File: src/rtl/seq_divider.sv
// Sequential restoring divider: NW-bit dividend by DW-bit divisor, one quotient bit per cycle.
// Handshake: start is taken whenever not busy; done pulses one cycle with the result held until the next take.
module seq_divider #(
    parameter int NW = 10,
    parameter int DW = 5
) (
    input  logic          clk,
    input  logic          rst_n,
    input  logic          start,
    input  logic [NW-1:0] dividend,
    input  logic [DW-1:0] divisor,
    output logic          busy,
    output logic          done,
    output logic          div_zero,
    output logic [NW-1:0] quotient,
    output logic [DW-1:0] remainder,
    output logic [1:0]    dbg_state
);

    typedef enum logic [1:0] {
        IDLE = 2'd0,
        CALC = 2'd1,
        DONE = 2'd2
    } state_e;

    localparam int CW = $clog2(NW);
    localparam logic [CW-1:0] LAST = CW'(NW - 1);

    state_e        state_q;
    logic [NW-1:0] dvd_q;
    logic [DW-1:0] dsr_q;
    logic [DW:0]   r_q;
    logic [DW:0]   r_d;
    logic [DW:0]   r_shift;
    logic [NW-1:0] quot_q;
    logic [NW-1:0] quot_d;
    logic [CW-1:0] cnt_q;
    logic          qbit;
    logic          accept;

    logic          busy_q;
    logic          done_q;
    logic          div_zero_q;
    logic [NW-1:0] quotient_q;
    logic [DW-1:0] remainder_q;

    // One restoring step: shift in the next dividend bit, subtract if it fits.
    always_comb begin
        accept  = start && (state_q != CALC);
        r_shift = {r_q[DW-1:0], dvd_q[NW-1]};
        r_d     = r_shift;
        qbit    = 1'b0;
        if (r_shift >= {1'b0, dsr_q}) begin
            r_d  = r_shift - {1'b0, dsr_q};
            qbit = 1'b1;
        end
        quot_d = {quot_q[NW-2:0], qbit};
    end

    always_ff @(posedge clk or negedge rst_n) begin
        if (!rst_n) begin
            state_q     <= IDLE;
            dvd_q       <= '0;
            dsr_q       <= '0;
            r_q         <= '0;
            quot_q      <= '0;
            cnt_q       <= '0;
            busy_q      <= 1'b0;
            done_q      <= 1'b0;
            div_zero_q  <= 1'b0;
            quotient_q  <= '0;
            remainder_q <= '0;
        end else begin
            done_q <= 1'b0;
            case (state_q)
                CALC: begin
                    r_q    <= r_d;
                    quot_q <= quot_d;
                    dvd_q  <= {dvd_q[NW-2:0], 1'b0};
                    cnt_q  <= cnt_q + CW'(1);
                    if (cnt_q == LAST) begin
                        state_q     <= DONE;
                        busy_q      <= 1'b0;
                        done_q      <= 1'b1;
                        quotient_q  <= quot_d;
                        remainder_q <= r_d[DW-1:0];
                    end
                end
                default: begin
                    if (accept) begin
                        dvd_q      <= dividend;
                        dsr_q      <= divisor;
                        r_q        <= '0;
                        quot_q     <= '0;
                        cnt_q      <= '0;
                        div_zero_q <= (divisor == '0);
                        // A zero divisor skips iteration and reports a saturated quotient.
                        if (divisor == '0) begin
                            state_q     <= DONE;
                            done_q      <= 1'b1;
                            quotient_q  <= '1;
                            remainder_q <= '0;
                        end else begin
                            state_q <= CALC;
                            busy_q  <= 1'b1;
                        end
                    end else if (state_q == DONE) begin
                        state_q <= IDLE;
                    end
                end
            endcase
        end
    end

    assign busy      = busy_q;
    assign done      = done_q;
    assign div_zero  = div_zero_q;
    assign quotient  = quotient_q;
    assign remainder = remainder_q;
    assign dbg_state = state_q;

endmodule

File: config.mk
export PLATFORM = sky130hd
export DESIGN_NAME = seq_divider
export DESIGN_NICKNAME = d
export VERILOG_FILES = /design/src/rtl/seq_divider.sv
export SDC_FILE = /design/constraint.sdc
export NUM_CORES = 1
export LEC_CHECK = 0
export CAP_MARGIN = 20
export CORE_UTILIZATION = 47
export DETAILED_ROUTE_END_ITERATION = 10
export GPL_ROUTABILITY_DRIVEN = 0
export HOLD_SLACK_MARGIN = 0.1
export PLACE_DENSITY_LB_ADDON = 0.12
export SETUP_SLACK_MARGIN = 0.1
export SLEW_MARGIN = 30
export SYNTH_ARGS = -nofsm -noshare
export SYNTH_HDL_FRONTEND = slang
export SYNTH_SLANG_ARGS = --single-unit
File: constraint.sdc
create_clock -name clk -period 2 [get_ports clk]
set_clock_uncertainty 0.05 [all_clocks]
set_input_delay 0.4 -clock clk [delete_from_list [all_inputs] [get_ports clk]]
set_output_delay 0.4 -clock clk [all_outputs]
set_load 0.02 [all_outputs]
---- Word-level counts from Yosys, hierarchy flattened ----
Cells that the tools add are included.
storage, ports and cells
  bits in registers ....................... 53
  bits in latches ......................... 0
  RAM bits ................................ 0
  memory bits (read-only) ................. 0
  bits of input ports ..................... 18
  output and inout port bits .............. 20
  logic and storage cells ................. 61
  memories ................................ 0
cells by class
  add/sub/neg operators ................... 2
  $mul .................................... 0
  div/mod/pow operators ................... 0
  order comparisons ....................... 1
  eq/ne operators ......................... 6
  shift operators ......................... 0
  mux-type cells .......................... 31
  bitwise logic cells ..................... 1
  reductions and logical operators ........ 9
operator list
  cell                 number
  $mux 10              6
  $mux 5               7
  $mux 9               2
  $mux 2               5
  $mux 1               9
  $mux 4               2
  $ge 6x5->1           1
  $reduce_and 3->1     2
  $logic_not 5->1      1
  $sub 5x5->5          1
  $add 4x1->4 const B  1
  $eq 4x4->1 const B   1
  $ne 2x1->1 const B   2
  $reduce_and 2->1     2
  $reduce_bool 2->1    2
  $reduce_bool 3->1    1
  $eq 2x1->1 const B   1
  $eq 2x2->1 const B   1
  $ne 2x2->1 const B   1
  $logic_and 1x1->1    1
  $not 1->1            1

---- Logic depth before layout (Yosys ltp) ----
  depth in word-level cells ............... 4
  gate-level depth with buffers ........... 8
  gate-level depth less buffers ........... 8

---- Worst setup path after synthesis ----
OpenSTA, ideal clock, no wires.
  path kind ............................... reg2reg
  from .................................... register dvd_q[9]
  to ...................................... register remainder_q[1], in the netlist remainder[1]
  setup time .............................. 0.083 ns
  arrival time ............................ 1.862 ns
  data required time ...................... 1.867 ns
  path slack .............................. 0.006 ns
  stages on the path, launching flop included .. 8
  buffers on the path ..................... 0
  clock period less this slack ............ 1.994 ns
  cells stage by stage .................... dfrtp_1 inv_1 ha_1 fa_1 a31o_2 o2bb2ai_1 mux2_2 o21ai_0
on the way
  cells in the longest elaborated chain, start to end .. 4
  elaborated cells on any way between the ends .. 5
  classes of those cells .................. add/sub (1); order compare (1); mux (3)
RTL lines
  element                                           line    text
  from (decl)                                       30      logic [NW-1:0] dvd_q;
  from (signal assigned)                            79      dvd_q <= {dvd_q[NW-2:0], 1'b0};
  from (signal assigned)                            91      dvd_q <= dividend;
  $sub 5x5->5 / $ge 6x5->1 (equally long branches)  54, 53
  $mux 5 *                                          53      if (r_shift >= {1'b0, dsr_q}) begin
  $mux 5 *                                          81      if (cnt_q == LAST) begin
  $mux 5 *                                          75      case (state_q)
  to (signal assigned)                              86      remainder_q <= r_d[DW-1:0];
  to (decl)                                         45      logic [DW-1:0] remainder_q;
Mark *: on every way between the ends. The rest lies on a longest branch, timed or not. The select of a mux whose other input is x is not followed.
A chain may end at the register's enable or synchronous reset.

---- Final worst setup path ----
  from .................................... register dsr_q[0]
  to ...................................... register r_q[1]
on the way
  cells in the longest elaborated chain, start to end .. 3
  elaborated cells on any way between the ends .. 4
  classes of those cells .................. add/sub (1); order compare (1); mux (2)
RTL lines
  element                                           line    text
  from (decl)                                       31      logic [DW-1:0] dsr_q;
  from (signal assigned)                            92      dsr_q <= divisor;
  $sub 5x5->5 / $ge 6x5->1 (equally long branches)  54, 53
  $mux 5 *                                          53
  $mux 5 *                                          75
  to (signal assigned)                              77      r_q <= r_d;
  to (decl)                                         32      logic [DW:0] r_q;
Mark *: on every way between the ends. The rest lies on a longest branch, timed or not.

==> results.json <==
{
  "cp_slowest_cell": "dfrtp_1",
  "layout-drive-gt1-share_pct": 15.79,
  "ys_async_sr_fraction_pct": 100.0,
  "tritoncts": "done",
  "arrival_ps": 2110,
  "place_hpwl_um": 3185,
  "drc": 0,
  "routedWlPerCell_um": 13.35,
  "slew_headroom_pct": 64.12,
  "clkSinkCount": 53,
  "numCtsBuffers": 5,
  "timing.final.crit_period_ps": 1934,
  "crit_type": "reg -> reg",
  "p_leak_uw": 0.001442,
  "worstHoldPathType": "reg -> reg",
  "worst_pin_slew_ps": 538.2,
  "hold_viol": 0,
  "io_pins": 38,
  "dp_slack_ps": -176.5,
  "cts_buffer_depth": 2,
  "final_cell_mix": "dfrtp_1, clkdlybuf4s50_1, nand2_1",
  "finalPower_uw": 4693,
  "min_period_over_period_pct": 96.68,
  "status": "finished clean",
  "die_y_um": 74.31,
  "drv_cap": 0,
  "first_pass_iters": 4,
  "ys_seq_elements": 53,
  "htreeDepth": 2,
  "vias_per_cell": 5.099,
  "synth_edf_count": 0,
  "crit_chain": "ha_4 -> fa_2 -> a31o_4 -> o2bb2ai_4 -> mux2_4 -> o21ai_1",
  "fmax_ghz": 0.5172,
  "die_area_mm2": 0.005521,
  "antenna_cells": 0,
  "start_util_pct": 50.36,
  "synth_nets": 264,
  "end_kind": "flip-flop",
  "grt_pass1_vias": 1784,
  "cts-root-buf": "clkbuf_8",
  "die_x_um": 74.31,
  "cp.required_ps": 2170,
  "mostFrequentLayoutCell": "dfrtp_1",
  "num_vias": 1795,
  "grt_max_degree": 34,
  "crit_family": "adder cells",
  "port_buffers": 37,
  "syn_area_mm2": 0.002457,
  "rsz0062_at_grt": "true",
  "drtIter0Drc": 94,
  "clkTransAtPathRegs_ps": 90,
  "crit_fanout": 5,
  "cp-start-kind": "flip-flop",
  "insertion_delay_ps": 300,
  "yosysWarnings": 0,
  "drv_slew": 0,
  "grt_pass1_wl_um": 8362,
  "overflow": 0,
  "synth_area_per_cell_um2": 10.33,
  "synth_top_flop_cell": "dfrtp_1",
  "core_area_mm2": 0.004880,
  "setup_viol": 0,
  "fillCellCount": 429,
  "power.density_mw_per_mm2": 1498,
  "synth_cells": 238,
  "postRouteAntennaNets": 0,
  "area_growth_pct": 27.49,
  "max-vdd-ir-drop_mv": 0.6690,
  "totalWireLength_um": 4698,
  "worst_slack_ps": 66.38,
  "worst-path-buf-inv": 0,
  "max_stage_delay_ps": 420,
  "nets": 310,
  "synth-seq-area-share_pct": 53.97,
  "antenna_found_initial": 0,
  "grt_use_total_pct": 19.89,
  "synth.distinct_cells": 35,
  "fp-row-count": 25
}
[metal layers]
layer | routed length, um | up-vias | track usage, %
met3 | 237 | 2 | 3.659
met4 | 22 | 0 | 6.289
met1 | 2167 | 849 | 26.17
met5 | 0 | - | 0
li1 | - | 897 | -
met2 | 2271 | 47 | 33.54
[cell families after synthesis]
logic type      synth area share (%)
flops                          53.97
xor+xnor                      0.7130
mux                            8.554
compound gates                 9.064
simple gates                   18.84
buf+inv                        4.480
fa+ha+maj                      4.379
[through the flow]
| step | hold slack, ps | TNS (ps) | instance area (um^2) | std cells | utilization, % |
|---|---|---|---|---|---|
| final | 440.0 | 0 | 3133 | 352 | 64.21 |
| after global routing | 463.4 | 0 | 3133 | 352 | 64.21 |
| after detailed placement | 364.0 | -2070 | 2940 | 340 | 60.26 |
| after global placement | 365.3 | -1859 | 2940 | 340 | 60.26 |
| after CTS | 443.1 | 0 | 3115 | 350 | 63.85 |
| after floorplan | 54.41 | 0 | 2466 | 238 | - |
[what timing repair did]
action | in CTS | in global routing
pin swaps | 3 | 3
buffers inserted | 1 | 2
resized for setup | 9 | 8
endpoints found under the setup margin | 12 | 12
hold buffers | 1 | 0
hold endpoints to repair | 21 | 0
[flip-flops by register name, indices dropped and copies added (netlist names)]
register,count
dbg_state,2
div_zero,1
remainder,5
cnt_q,4
quotient,10
dsr_q,5
r_q,5
done,1
dvd_q,10
busy,1
quot_q,9
[synthesized netlist by cell type, types with 2 or more instances]
master | n | area [um^2]
o21ai_0 | 29 | 145.1
a21oi_1 | 2 | 10.01
inv_1 | 9 | 33.78
nand2_1 | 35 | 131.4
clkbuf_1 | 9 | 33.78
mux2_2 | 8 | 90.09
mux2i_1 | 12 | 120.1
nor2_1 | 23 | 86.33
nor2b_1 | 2 | 12.51
nand3b_1 | 14 | 105.1
nor3_1 | 8 | 40.04
ha_1 | 7 | 87.58
nand3_1 | 3 | 15.01
buf_6 | 3 | 33.78
or3_1 | 2 | 12.51
dfrtp_1 | 53 | 1326
[power breakdown]
part           switching, uW  internal [uW]
combinational           1150           1080
clock                    332            408
sequential               262           1460
total                   1740           2950
[worst register-to-register path, delay by kind of cell, from the launching register on]
kind | cells | cell delay [ps]
adders and majority gates | 2 | 550
muxes | 1 | 330
AOI/OAI and AO/OA | 3 | 520
DFF | 1 | 420
[final timing paths]
check | startpoint | to | slack, ps | cells after the start
setup / recovery | dsr_q[0] | r_q[1] | 70 | 6
hold / removal | remainder[4] | remainder[4] | 440 | 2
setup reg to reg | dsr_q[0] | r_q[1] | 70 | 6
hold reg to reg | remainder[4] | remainder[4] | 440 | 2
max in group asynchronous | rst_n | quotient[0] | 790 | 3
min in group asynchronous | rst_n | dsr_q[3] | 560 | 2
[cell type report]
type / count / area (um^2) / share of cell area [%]
flip-flops and latches: 53 / 1326 / 42.33
clock buffers: 7 / 86.33 / 2.756
multi-input cells: 162 / 1076 / 34.35
clock inverters: 1 / 30.03 / 0.9585
inverters: 10 / 37.54 / 1.198
well taps: 67 / 83.83 / 2.676
repair buffers: 52 / 493.0 / 15.73
No activity file was read; power rests on OpenSTA's default activity.
